--- src/rtl/combo_pkg.sv ---
// Shared constants for the combination-lock code writer: state encoding,
// default geometry and Status LED bit positions.
package combo_pkg;

  localparam int unsigned DefNumDigits = 4;
  localparam int unsigned DefDigitW    = 4;

  typedef enum logic [2:0] {
    StIdle    = 3'd0,
    StEnter   = 3'd1,
    StConfirm = 3'd2,
    StCommit  = 3'd3,
    StError   = 3'd4
  } state_e;

  localparam int unsigned StatusIdle    = 0;
  localparam int unsigned StatusEnter   = 1;
  localparam int unsigned StatusConfirm = 2;
  localparam int unsigned StatusError   = 3;

endpackage

--- src/rtl/key_edge_detect.sv ---
// Rising-edge press detector for an already-synchronized button level.
// History resets high so a button held through reset never reads as a press.
module key_edge_detect (
  input  logic i_clk,
  input  logic i_reset,
  input  logic i_key,
  output logic o_press
);

  logic r_hist;

  always_ff @(posedge i_clk) begin
    if (i_reset) begin
      r_hist <= 1'b1;
    end else begin
      r_hist <= i_key;
    end
  end

  assign o_press = i_key & ~r_hist;

endmodule

--- src/rtl/combination_programmer.sv ---
// Enrolls a new lock combination (entered twice, committed on exact match)
// and drives the stored code compared by the lock FSM.
module combination_programmer
  import combo_pkg::*;
#(
  parameter int unsigned                      NUM_DIGITS   = DefNumDigits,
  parameter int unsigned                      DIGIT_W      = DefDigitW,
  parameter logic [NUM_DIGITS*DIGIT_W-1:0]    DEFAULT_CODE = 16'h1234
) (
  input  logic                          Clk,
  input  logic                          Reset,
  input  logic                          Unlocked,
  input  logic                          Key0,
  input  logic                          Key1,
  input  logic [DIGIT_W-1:0]            Switches,
  output logic [NUM_DIGITS*DIGIT_W-1:0] Code,
  output logic                          CodeWritten,
  output logic [3:0]                    Status,
  output logic [2:0]                    state
);

  localparam int unsigned    CntW    = (NUM_DIGITS > 1) ? $clog2(NUM_DIGITS) : 1;
  localparam logic [CntW-1:0] LastIdx = CntW'(NUM_DIGITS - 1);

  logic w_key0_press;
  logic w_key1_press;

  key_edge_detect u_key0_edge (
    .i_clk   (Clk),
    .i_reset (Reset),
    .i_key   (Key0),
    .o_press (w_key0_press)
  );

  key_edge_detect u_key1_edge (
    .i_clk   (Clk),
    .i_reset (Reset),
    .i_key   (Key1),
    .o_press (w_key1_press)
  );

  state_e                                r_state;
  state_e                                w_state_next;
  logic [CntW-1:0]                       r_cnt;
  logic [CntW-1:0]                       w_cnt_next;
  logic [NUM_DIGITS-1:0][DIGIT_W-1:0]    r_shadow;
  logic [NUM_DIGITS-1:0][DIGIT_W-1:0]    w_shadow_next;
  logic                                  r_mismatch;
  logic                                  w_mismatch_next;
  logic [NUM_DIGITS*DIGIT_W-1:0]         r_code;
  logic                                  r_code_written;
  logic [CntW-1:0]                       w_field;
  logic                                  w_digit_bad;
  logic                                  w_last;

  // Digit 0 is entered first and lives in the most significant field.
  assign w_field     = LastIdx - r_cnt;
  assign w_digit_bad = (Switches != r_shadow[w_field]);
  assign w_last      = (r_cnt == LastIdx);

  always_ff @(posedge Clk) begin
    if (Reset) begin
      r_state    <= StIdle;
      r_cnt      <= '0;
      r_shadow   <= '0;
      r_mismatch <= 1'b0;
    end else begin
      r_state    <= w_state_next;
      r_cnt      <= w_cnt_next;
      r_shadow   <= w_shadow_next;
      r_mismatch <= w_mismatch_next;
    end
  end

  always_comb begin
    w_state_next    = r_state;
    w_cnt_next      = r_cnt;
    w_shadow_next   = r_shadow;
    w_mismatch_next = r_mismatch;
    unique case (r_state)
      StIdle: begin
        if (w_key1_press && Unlocked) begin
          w_state_next    = StEnter;
          w_cnt_next      = '0;
          w_shadow_next   = '0;
          w_mismatch_next = 1'b0;
        end
      end
      StEnter: begin
        // Losing Unlocked or a Key1 press discards the partial entry; Key1 beats Key0.
        if (!Unlocked || w_key1_press) begin
          w_state_next = StIdle;
        end else if (w_key0_press) begin
          w_shadow_next[w_field] = Switches;
          if (w_last) begin
            w_state_next = StConfirm;
            w_cnt_next   = '0;
          end else begin
            w_cnt_next = r_cnt + 1'b1;
          end
        end
      end
      StConfirm: begin
        if (!Unlocked || w_key1_press) begin
          w_state_next = StIdle;
        end else if (w_key0_press) begin
          w_mismatch_next = r_mismatch | w_digit_bad;
          if (w_last) begin
            w_state_next = (r_mismatch || w_digit_bad) ? StError : StCommit;
            w_cnt_next   = '0;
          end else begin
            w_cnt_next = r_cnt + 1'b1;
          end
        end
      end
      StCommit: begin
        w_state_next = StIdle;
      end
      StError: begin
        if (w_key1_press) begin
          w_state_next = StIdle;
        end
      end
      default: begin
        w_state_next = StIdle;
      end
    endcase
  end

  always_ff @(posedge Clk) begin
    if (Reset) begin
      r_code         <= DEFAULT_CODE;
      r_code_written <= 1'b0;
    end else begin
      r_code_written <= (r_state == StCommit);
      if (r_state == StCommit) begin
        r_code <= r_shadow;
      end
    end
  end

  always_comb begin
    Status                = '0;
    Status[StatusIdle]    = (r_state == StIdle);
    Status[StatusEnter]   = (r_state == StEnter);
    Status[StatusConfirm] = (r_state == StConfirm);
    Status[StatusError]   = (r_state == StError);
  end

  assign state       = r_state;
  assign Code        = r_code;
  assign CodeWritten = r_code_written;

endmodule

--- config.mk ---
export PLATFORM = sky130hd
export DESIGN_NAME = combination_programmer
export DESIGN_NICKNAME = d
export VERILOG_FILES = /design/src/rtl/combo_pkg.sv /design/src/rtl/key_edge_detect.sv /design/src/rtl/combination_programmer.sv
export SDC_FILE = /design/constraint.sdc
export NUM_CORES = 1
export LEC_CHECK = 0
export BUFFER_PORTS_ARGS = -buffer_cell sky130_fd_sc_hd__buf_4
export CORE_MARGIN = 1.5
export CORE_UTILIZATION = 60
export CTS_BUF_LIST = sky130_fd_sc_hd__clkbuf_4 sky130_fd_sc_hd__clkbuf_8
export CTS_CLUSTER_DIAMETER = 80
export DETAILED_ROUTE_END_ITERATION = 6
export PLACE_DENSITY = 0.85
export SKIP_LAST_GASP = 1
export SYNTH_ARGS = -nofsm -noshare
export SYNTH_HDL_FRONTEND = slang
export SYNTH_HIERARCHICAL = 1
export SYNTH_SLANG_ARGS = --single-unit
--- constraint.sdc ---
create_clock -name Clk -period 6.76 [get_ports Clk]
set_clock_uncertainty 0.15 [all_clocks]
set_input_delay 1.352 -clock Clk [delete_from_list [all_inputs] [get_ports Clk]]
set_output_delay 1.352 -clock Clk [all_outputs]
set_load 0.03 [all_outputs]
Yosys cells after proc, flatten, opt, wreduce, memory -nomap -nowiden. Cells that the tools add are included.

Register bits: 41. Word-level logic and storage cells: 80. Output and inout port bits: 24. Input port bits: 9.

Bitwise gates (word level): 5. Reduce and logical (&&, ||, !) cells: 14. Equality and inequality tests: 18. Magnitude comparators: 2. Muxes and demuxes: 28. Add/sub/neg operators: 2.

Operators with widths (count): 2-to-1 mux 16 bit (3); one-hot mux 16 bit (2 select lines) (1); 2-to-1 mux 3 bit (9); bitwise mux 16 bit (1); inequality test 3 x 1 -> 1 bit, second input constant (4); one-hot mux 3 bit (4 select lines) (1); AND reduction 4 bit (3); inequality test 2 x 1 -> 1 bit, second input constant (5); binary-select mux 4 bit (select 2 bit) (1); demux 4 bit (select 2 bit) (1); 2-to-1 mux 2 bit (4); 2-to-1 mux 4 bit (2); == test 3 x 2 -> 1 bit, second input constant (2); inequality test 2 bit, second input constant (3); AND reduction 6 bit (1); nonzero test 2 bit (3); inequality test 4 bit (1); one-hot mux 2 bit (2 select lines) (1); == test 3 x 1 -> 1 bit, second input constant (1); == test 3 bit, second input constant (1); zero test 3 bit (1); < comparator 2 x 3 -> 1 bit, second input constant (1); 2-to-1 mux 1 bit (3); adder 2 x 1 -> 2 bit, second input constant (1); other kinds (11) (15).

Depth between registers and ports, before layout. Gate-level depths: netlist of run 1.

Depth in word-level cells: 10. Mapped depth: 7. Mapped depth without buffers: 6.

Cells and area by module. The synthesis of run 1 kept the hierarchy.

By module, submodules not included: combination_programmer (cells an instance 217, times used 1, sequential area each 780.7 sq um, area an instance 1870.5 sq um); key_edge_detect (cells an instance 3, times used 2, sequential area each 20.0 sq um, area an instance 32.5 sq um).

Worst setup path after synthesis of run 1. OpenSTA, ideal clock, no wires.

Kind: register -> output. From: register r_state[2], in the netlist state[2]. To: output port Status[3]. Data required time: 5.258 ns. Cell stages (with the launch flop): 3. Path buffers: 1. Arrival: 1.626 ns. Slack: 3.632 ns. Path through: dfxtp_1 -> clkbuf_1 -> nor3b_1.

Longest elaborated chain between the ends: 1.

Ends and longest elaborated chain: from (decl) (RTL line combination_programmer.sv:42) `state_e r_state;`; from (signal assigned) (RTL line combination_programmer.sv:63) `r_state <= StIdle;`; from (signal assigned) (RTL line combination_programmer.sv:68) `r_state <= w_state_next;`; == test 3 bit (RTL line combination_programmer.sv:147) `Status[StatusError] = (r_state == StError);`; to (decl) (RTL line combination_programmer.sv:18) `output logic [3:0] Status,`.

No other way between the ends.

Worst setup path after layout of run 1.
From: register r_state[0], in the netlist state[0]. To: output port Status[1].

Longest elaborated chain between the ends: 1.

Ends and longest elaborated chain: == test 3 x 1 -> 1 bit (RTL line combination_programmer.sv:145) `Status[StatusEnter] = (r_state == StEnter);`.

No other way between the ends.

==> results of run 1 <==
[synth_stat cells, drive strengths merged]
| cell | instances | area [µm²] |
|---|---|---|
| and2 | 2 | 12.51 |
| o211ai | 6 | 45.04 |
| nor3b | 4 | 30.03 |
| nand2 | 40 | 150.1 |
| nor2 | 4 | 15.01 |
| dfxtp | 41 | 820.8 |
| a31o | 1 | 8.760 |
| a22oi | 1 | 7.510 |
| a2111o | 1 | 11.26 |
| nand3b | 1 | 7.510 |
| clkbuf | 12 | 45.04 |
| or3 | 1 | 6.260 |
| inv | 23 | 86.33 |
| nand2b | 4 | 25.02 |
| nand3 | 1 | 5.000 |
| o22ai | 1 | 6.260 |
| and3 | 2 | 12.51 |
| o2111ai | 1 | 8.760 |
| nor2b | 3 | 18.77 |
| a21oi | 16 | 80.08 |
| a211oi | 1 | 7.510 |
| o22a | 1 | 8.760 |
| o21ai | 4 | 20.02 |
| mux2i | 5 | 50.05 |
| o21a | 5 | 37.54 |
| o32ai | 16 | 140.1 |
| o211a | 1 | 10.01 |
| and3b | 1 | 10.01 |
| ha | 4 | 50.05 |
| buf | 3 | 26.27 |
| or3b | 2 | 17.52 |
| or4b | 1 | 10.01 |
| xor2 | 3 | 26.28 |
| o21bai | 1 | 7.510 |
| or2 | 2 | 12.51 |
| nor3 | 4 | 20.02 |
| or4 | 1 | 7.510 |
| mux4 | 3 | 71.32 |
[registers in the layout (all words and copies together), names as in the netlist]
name	cells
CodeWritten	1
state	3
u_key1_edge/r_hist	1
u_key0_edge/r_hist	1
r_shadow	16
Code	16
r_mismatch	1
r_cnt	2
[critical path, stage by stage, from the launching register on]
cell and delay, ns:
sky130_fd_sc_hd__dfxtp_1 0.52, sky130_fd_sc_hd__or3b_2 0.57, sky130_fd_sc_hd__inv_1 0.12, sky130_fd_sc_hd__buf_4 0.16
[cell type report]
cell class	instances	area share, %
Sequential cell	41	36.87
Timing Repair Buffer	33	11.13
Multi-Input combinational cell	144	43.00
Inverter	23	3.879
Clock inverter	1	0.3373
Clock buffer	6	2.305
Tap cell	44	2.473
[metal layers]
metal  part of all wire (%)  GRT usage (%)  vias to the layer above
met5                      0              0                        -
met1                     46          36.33                      784
met4                    1.1          10.48                        0
li1                       -              -                      833
met3                    7.0          4.545                        5
met2                     46          37.73                       65
[path summary, 6_finish.rpt]
kind                                from    endpoint  slack (ns)  depth (start not counted)
worst max-delay path            state[0]   Status[1]        3.53                          3
worst min-delay path            Code[11]    Code[11]        0.31                          2
worst max register to register  r_cnt[1]  r_mismatch        4.33                          5
worst min register to register  Code[11]    Code[11]        0.31                          2
[per-stage QoR]
step | setup slack, ns | hold slack (ns) | utilization, % | instance area (µm²) | instances
4_1_cts | 3.538 | 0.3151 | 72.91 | 2226 | 292
2_1_floorplan | 3.632 | 0.2901 | - | 1936 | 223
6_report | 3.534 | 0.3109 | 72.91 | 2226 | 292
3_5_place_dp | 3.631 | 0.2993 | 70.98 | 2167 | 285
3_3_place_gp | 3.742 | 0.2943 | 70.98 | 2167 | 285
5_1_grt | 3.443 | 0.3369 | 72.91 | 2226 | 292
[logic make-up after synthesis]
group / after synthesis / share of synthesized area, %
AO/OA/AOI/OAI: 56 / 20.62
AND/OR/NAND/NOR: 73 / 18.62
adder cells (fa/ha/maj): 4 / 2.586
multiplexers: 8 / 6.270
flip-flops: 41 / 42.40
XOR/XNOR: 3 / 1.358
buffers and inverters: 38 / 8.144
[where the power goes]
part           switching, mW  internal, mW  total [mW]  leakage [nW]
registers           0.000654         0.242       0.243         0.331
clock network         0.0764        0.0487       0.125        0.0303
logic                 0.0147       0.00853      0.0232         0.527
==> impl_metrics.sql, run 1 <==
INSERT INTO impl_metrics (metric_group, metric, value, unit) VALUES
('timing', 'rsz0062_at_grt', 'false', ''),
('timing', 'worstMarginPinSlew', '0.8021', 'ns'),
('floorplanning', 'floorplan.die.width', '59.80', 'µm'),
('status', 'run_status', 'complete, no violations', ''),
('cts', 'max-clock-path-buffers', '2', ''),
('cts', 'cts_root_buffer', 'sky130_fd_sc_hd__clkbuf_4', ''),
('job', 'maxCapViolations', '0', ''),
('logic_synthesis', 'ys_types', '40', ''),
('grt', 'global_route_usage_over_all_layers', '25.42', '%'),
('logic_synthesis', 'postSynthNetCount', '236', ''),
('setup_path', 'critPathArrivalTime', '1.72', 'ns'),
('routing', 'detailroute.via_count', '1687', ''),
('cells_and_area', 'layout.cells.most_common_list', '41 x sky130_fd_sc_hd__dfxtp_1, 40 x sky130_fd_sc_hd__nand2_1, 33 x sky130_fd_sc_hd__buf_4', ''),
('grt', 'antenna_violations_before_repair', '0', ''),
('pwr', 'peakVddDrop', '0.1451', 'mV'),
('cts', 'cts_sinks', '41', ''),
('floorplanning', 'starting_density', '63.40', '%'),
('timing', 'max-slew-margin-rel', '46.36', '%'),
('cts', 'clock_insertion_delay_worst_skew', '0.36', 'ns'),
('logic_synthesis', 'synth.avg_cell_area', '8.680', 'µm²'),
('setup_path', 'setup.worst_path.end_class', 'output pin', ''),
('cts', 'cts_tree', 'yes', ''),
('routing', 'drc', '0', ''),
('setup_path', 'critical_path.max_fanout', '11', ''),
('placement', 'port-buffer-count', '32', ''),
('cts', 'ctsHoldBuffers', '0', ''),
('floorplanning', 'core_region_area', '3053', 'µm²'),
('cells_and_area', 'seq_area', '820.8', 'µm²'),
('logic_synthesis', 'post_synthesis_sequential_element_count', '41', ''),
('cts', 'clk_transition_reported_paths', '0.11', 'ns'),
('cells_and_area', 'area_growth', '15.00', '%'),
('grt', 'congestion_overflow_gr', '0', ''),
('timing', 'timing.final.crit_share', '47.73', '%'),
('cts', 'cts_repair_resized_insts', '0', ''),
('routing', 'antenna_violation_net_count_after_detailed_routing', '0', ''),
('logic_synthesis', 'syn_area', '1936', 'µm²'),
('placement', 'dp_hpwl', '3.008', 'mm'),
('routing', 'first_pass_iters', '5', ''),
('cells_and_area', 'diodes', '0', ''),
('logic_synthesis', 'syn-instance-count', '223', ''),
('timing', 'report.final.hold_viol_count', '0', ''),
('cts', 'post_cts_buffers', '0', ''),
('setup_path', 'path_class', 'reg2out', ''),
('logic_synthesis', 'warnings_from_yosys', '6', ''),
('pwr', 'total_power', '0.3913', 'mW'),
('cells_and_area', 'layout.filler_cells', '246', ''),
('timing', 'max_freq', '310.0', 'MHz'),
('routing', 'drt-initial-drc-count', '73', ''),
('floorplanning', 'pin_count', '33', ''),
('setup_path', 'setup.worst_path.start_class', 'flop', ''),
('cts', 'cts-buffers-inserted', '5', ''),
('pwr', 'power_density', '175.8', 'nW/µm²'),
('cells_and_area', 'final_nets', '261', ''),
('logic_synthesis', 'synth-seq-area-share', '42.40', '%'),
('cts', 'cts_htree_levels', '2', ''),
('cells_and_area', 'layout-drive-gt1-share', '18.15', '%'),
('timing', 'setup-violations-final', '0', ''),
('timing', 'period_needed', '3.226', 'ns'),
('grt', 'first_global_vias', '1452', ''),
('cells_and_area', 'mostFrequentLayoutCell', 'sky130_fd_sc_hd__dfxtp_1', ''),
('routing', 'routed_wire_per_std_cell', '14.39', 'µm'),
('floorplanning', 'die_h', '59.80', 'µm'),
('setup_path', 'worstPathRequired', '5.26', 'ns'),
('floorplanning', 'die_area', '3575', 'µm²'),
('routing', 'avgViaCountPerCell', '5.777', ''),
('routing', 'detail_route.wirelength', '4.202', 'mm'),
('cells_and_area', 'multi_input_comb_area', '957.2', 'µm²'),
('grt', 'grt_start_max_net_pins', '37', ''),
('timing', 'aggregate_negative_setup_slack', '0', 'ns'),
('hold_path', 'worstHoldPathType', 'reg2reg', ''),
('pwr', 'static_leakage', '0.8884', 'nW'),
('timing', 'report.final.slew_viol_count', '0', ''),
('placement', 'gp_routability_congestion', '0.8174', ''),
('floorplanning', 'floorplan.rows', '20', ''),
('grt', 'grt_first_pass_wirelength', '6.831', 'mm');
Power figures use the tool's default switching activity.
==> run 2: changes to the inputs <==
--- a/config.mk
+++ b/config.mk
@@ -7,11 +7,11 @@
 export LEC_CHECK = 0
 export BUFFER_PORTS_ARGS = -buffer_cell sky130_fd_sc_hd__buf_4
 export CORE_MARGIN = 1.5
-export CORE_UTILIZATION = 60
+export CORE_UTILIZATION = 52
 export CTS_BUF_LIST = sky130_fd_sc_hd__clkbuf_4 sky130_fd_sc_hd__clkbuf_8
 export CTS_CLUSTER_DIAMETER = 80
 export DETAILED_ROUTE_END_ITERATION = 6
-export PLACE_DENSITY = 0.85
+export PLACE_DENSITY = 0.79
 export SKIP_LAST_GASP = 1
 export SYNTH_ARGS = -nofsm -noshare
 export SYNTH_HDL_FRONTEND = slang
==> constraint.sdc (replaced) <==
create_clock -name Clk -period 2.9 [get_ports Clk]
set_clock_uncertainty 0.15 [all_clocks]
set_input_delay 0.58 -clock Clk [delete_from_list [all_inputs] [get_ports Clk]]
set_output_delay 0.58 -clock Clk [all_outputs]
set_load 0.03 [all_outputs]
==> run 2 against run 1 <==
Effect of this change: clock power rose to 3.5 times the previous value; sequential power rose by 130%; non-clock buffer count stayed put; final area up 2.1%; highest routed layer unchanged.
==> impl_metrics.sql, run 2 (synthesis gave the netlist of run 1 again) <==
INSERT INTO impl_metrics (metric_group, metric, value, unit) VALUES
('pwr', 'static_leakage', '0.9120', 'nW'),
('pwr', 'combPwrFrac', '5.2', '%'),
('routing', 'first_pass_iters', '7', ''),
('floorplanning', 'die_h', '64.01', 'µm'),
('setup_path', 'worstPathRequired', '2.17', 'ns'),
('grt', 'grt_first_pass_wirelength', '7.465', 'mm'),
('pwr', 'total_power', '1.054', 'mW'),
('setup_path', 'reg2reg_depth', '5', ''),
('cells_and_area', 'layout.cells.most_common_list', '41 x sky130_fd_sc_hd__dfxtp_1, 40 x sky130_fd_sc_hd__nand2_1, 33 x sky130_fd_sc_hd__buf_4', ''),
('timing', 'setup-violations-final', '0', ''),
('setup_path', 'crit_path_top_delay_cell', 'sky130_fd_sc_hd__or3b_2', ''),
('cts', 'cts_repair_resized_insts', '0', ''),
('pwr', 'p_int', '0.8344', 'mW'),
('grt', 'first_global_vias', '1517', ''),
('pwr', 'share_clk_of_total_power', '41.1', '%'),
('routing', 'drc', '0', ''),
('pwr', 'p_sw', '0.2191', 'mW'),
('hold_path', 'worstHoldPathType', 'reg2reg', ''),
('timing', 'max_freq', '418.8', 'MHz'),
('setup_path', 'r2r_slack', '0.56', 'ns'),
('setup_path', 'path_buf_inv', '2', ''),
('routing', 'avgViaCountPerCell', '5.752', ''),
('floorplanning', 'floorplan.rows', '21', ''),
('cts', 'cts_root_buffer', 'sky130_fd_sc_hd__clkbuf_8', ''),
('placement', 'gp_routability_congestion', '0.8192', ''),
('timing', 'aggregate_negative_setup_slack', '0', 'ns'),
('routing', 'antenna_violation_net_count_after_detailed_routing', '0', ''),
('timing', 'report.final.slew_viol_count', '0', ''),
('cts', 'clk_transition_reported_paths', '0.07', 'ns'),
('cts', 'cts_htree_levels', '2', ''),
('setup_path', 'ordered_cell_list_for_the_critical_path', 'or3b_2, inv_1, buf_4', ''),
('timing', 'rsz0062_at_grt', 'false', ''),
('timing', 'worstMarginPinSlew', '0.8460', 'ns'),
('pwr', 'power_density', '463.4', 'nW/µm²'),
('cells_and_area', 'stdcell_area', '2273', 'µm²'),
('cells_and_area', 'mostFrequentLayoutCell', 'sky130_fd_sc_hd__dfxtp_1', ''),
('pwr', 'peakVddDrop', '0.3385', 'mV'),
('setup_path', 'setup.worst_path.start_class', 'flop', ''),
('pwr', 'sequential_group_share_of_total_power', '53.7', '%'),
('hold_path', 'min_delay_worst_endpoint', 'Code[11]', ''),
('cells_and_area', 'final_nets', '261', ''),
('cts', 'clock_insertion_delay_worst_skew', '0.29', 'ns'),
('floorplanning', 'floorplan.die.width', '64.01', 'µm'),
('timing', 'fin_ws', '0.5121', 'ns'),
('cts', 'ctsHoldBuffers', '0', ''),
('floorplanning', 'pin_count', '33', ''),
('setup_path', 'critical_path.max_fanout', '11', ''),
('floorplanning', 'starting_density', '56.23', '%'),
('cells_and_area', 'area_growth', '17.45', '%'),
('setup_path', 'setup.worst_path.end_class', 'output pin', ''),
('routing', 'drt-initial-drc-count', '178', ''),
('grt', 'global_route_usage_over_all_layers', '23.53', '%'),
('cells_and_area', 'layout-drive-gt1-share', '18.15', '%'),
('grt', 'grt_start_max_net_pins', '37', ''),
('setup_path', 'worstReg2RegEnd', 'r_mismatch', ''),
('setup_path', 'worst_path_largest_cell_delay', '0.57', 'ns'),
('pwr', 'power.switching_fraction', '20.79', '%'),
('setup_path', 'path_class', 'reg2out', ''),
('grt', 'congestion_overflow_gr', '0', ''),
('cts', 'cts_sinks', '41', ''),
('hold_path', 'min_path_cells', '2', ''),
('setup_path', 'critPathArrivalTime', '1.66', 'ns'),
('timing', 'period_needed', '2.388', 'ns'),
('floorplanning', 'core_region_area', '3442', 'µm²'),
('timing', 'timing.final.crit_share', '82.34', '%'),
('grt', 'antenna_violations_before_repair', '0', ''),
('setup_path', 'critical-path-top-delay-family', 'simple AND/OR/NAND/NOR gates', ''),
('floorplanning', 'die_area', '4097', 'µm²'),
('timing', 'max-slew-margin-rel', '43.43', '%'),
('routing', 'detailroute.via_count', '1691', ''),
('routing', 'routed_wire_per_std_cell', '14.91', 'µm'),
('placement', 'place_area', '2170', 'µm²'),
('cts', 'cts_tree', 'yes', ''),
('timing', 'report.final.hold_viol_count', '0', ''),
('cts', 'max-clock-path-buffers', '2', ''),
('job', 'maxCapViolations', '0', ''),
('cells_and_area', 'core_utilization_of_the_finished_layout', '66.05', '%'),
('cells_and_area', 'diodes', '0', ''),
('cts', 'cts-buffers-inserted', '5', ''),
('routing', 'detail_route.wirelength', '4.383', 'mm'),
('placement', 'dp_hpwl', '3.149', 'mm'),
('cts', 'post_cts_buffers', '0', ''),
('placement', 'post_placement_setup_slack', '0.5517', 'ns'),
('status', 'run_status', 'complete, no violations', ''),
('placement', 'port-buffer-count', '32', ''),
('setup_path', 'r2r_start', 'r_cnt[1]', ''),
('hold_path', 'hp-start', 'Code[11]', '');
## run 2: per-stage QoR
| step | std cells | hold slack (ns) |
|---|---|---|
| after floorplan | 223 | 0.2901 |
| after global routing | 294 | 0.3335 |
| final | 294 | 0.3068 |
| after global placement | 287 | 0.2948 |
| after detailed placement | 287 | 0.3009 |
| after CTS | 294 | 0.3118 |
## run 2: tightest hold or removal path, stage by stage (launching register included)
cell and delay (ns):
sky130_fd_sc_hd__dfxtp_1 0.31, sky130_fd_sc_hd__nand2_1 0.05, sky130_fd_sc_hd__a21oi_1 0.05
## run 2: worst max path at each step
stage                         from         end  slack (ns)  depth (start not counted)
after global placement    r_cnt[1]  r_mismatch        0.61                          5
after global routing      state[1]   Status[2]        0.45                          3
after CTS                 state[0]   Status[1]        0.52                          3
after detailed placement      Key1    r_cnt[0]        0.55                          7
after floorplan           state[0]    r_cnt[0]        0.28                          6
final                     state[0]   Status[1]        0.51                          3
## run 2: power groups by stage
stage | Combinational (mW) | Clock [mW] | Sequential, mW
after floorplan | 0.0334 | 0 | 0.579
after global placement | 0.0531 | 0 | 0.579
after detailed placement | 0.0533 | 0 | 0.579
after CTS | 0.0538 | 0.444 | 0.566
after global routing | 0.0596 | 0.469 | 0.566
final | 0.0545 | 0.433 | 0.566
## run 2: final cells by class
type / count / area, µm²
clock buffer: 5 / 68.82
tap: 46 / 57.56
inverter: 23 / 86.33
fill: 315 / 1169
sequential: 41 / 820.8
multi-input combinational: 144 / 957.2
clock inverter: 2 / 35.03
timing repair buffer: 33 / 247.7
## run 2: metal layers
metal  up-vias  global-route usage, %  part of all wire [%]  wire length [µm]
met5         -                      0                     0                 0
met4         0                  6.793                   1.2                53
met3         4                  5.282                   6.7               293
met2        60                  35.42                    47              2052
met1       796                  33.71                    45              1984
li1        831                      -                     -                 -
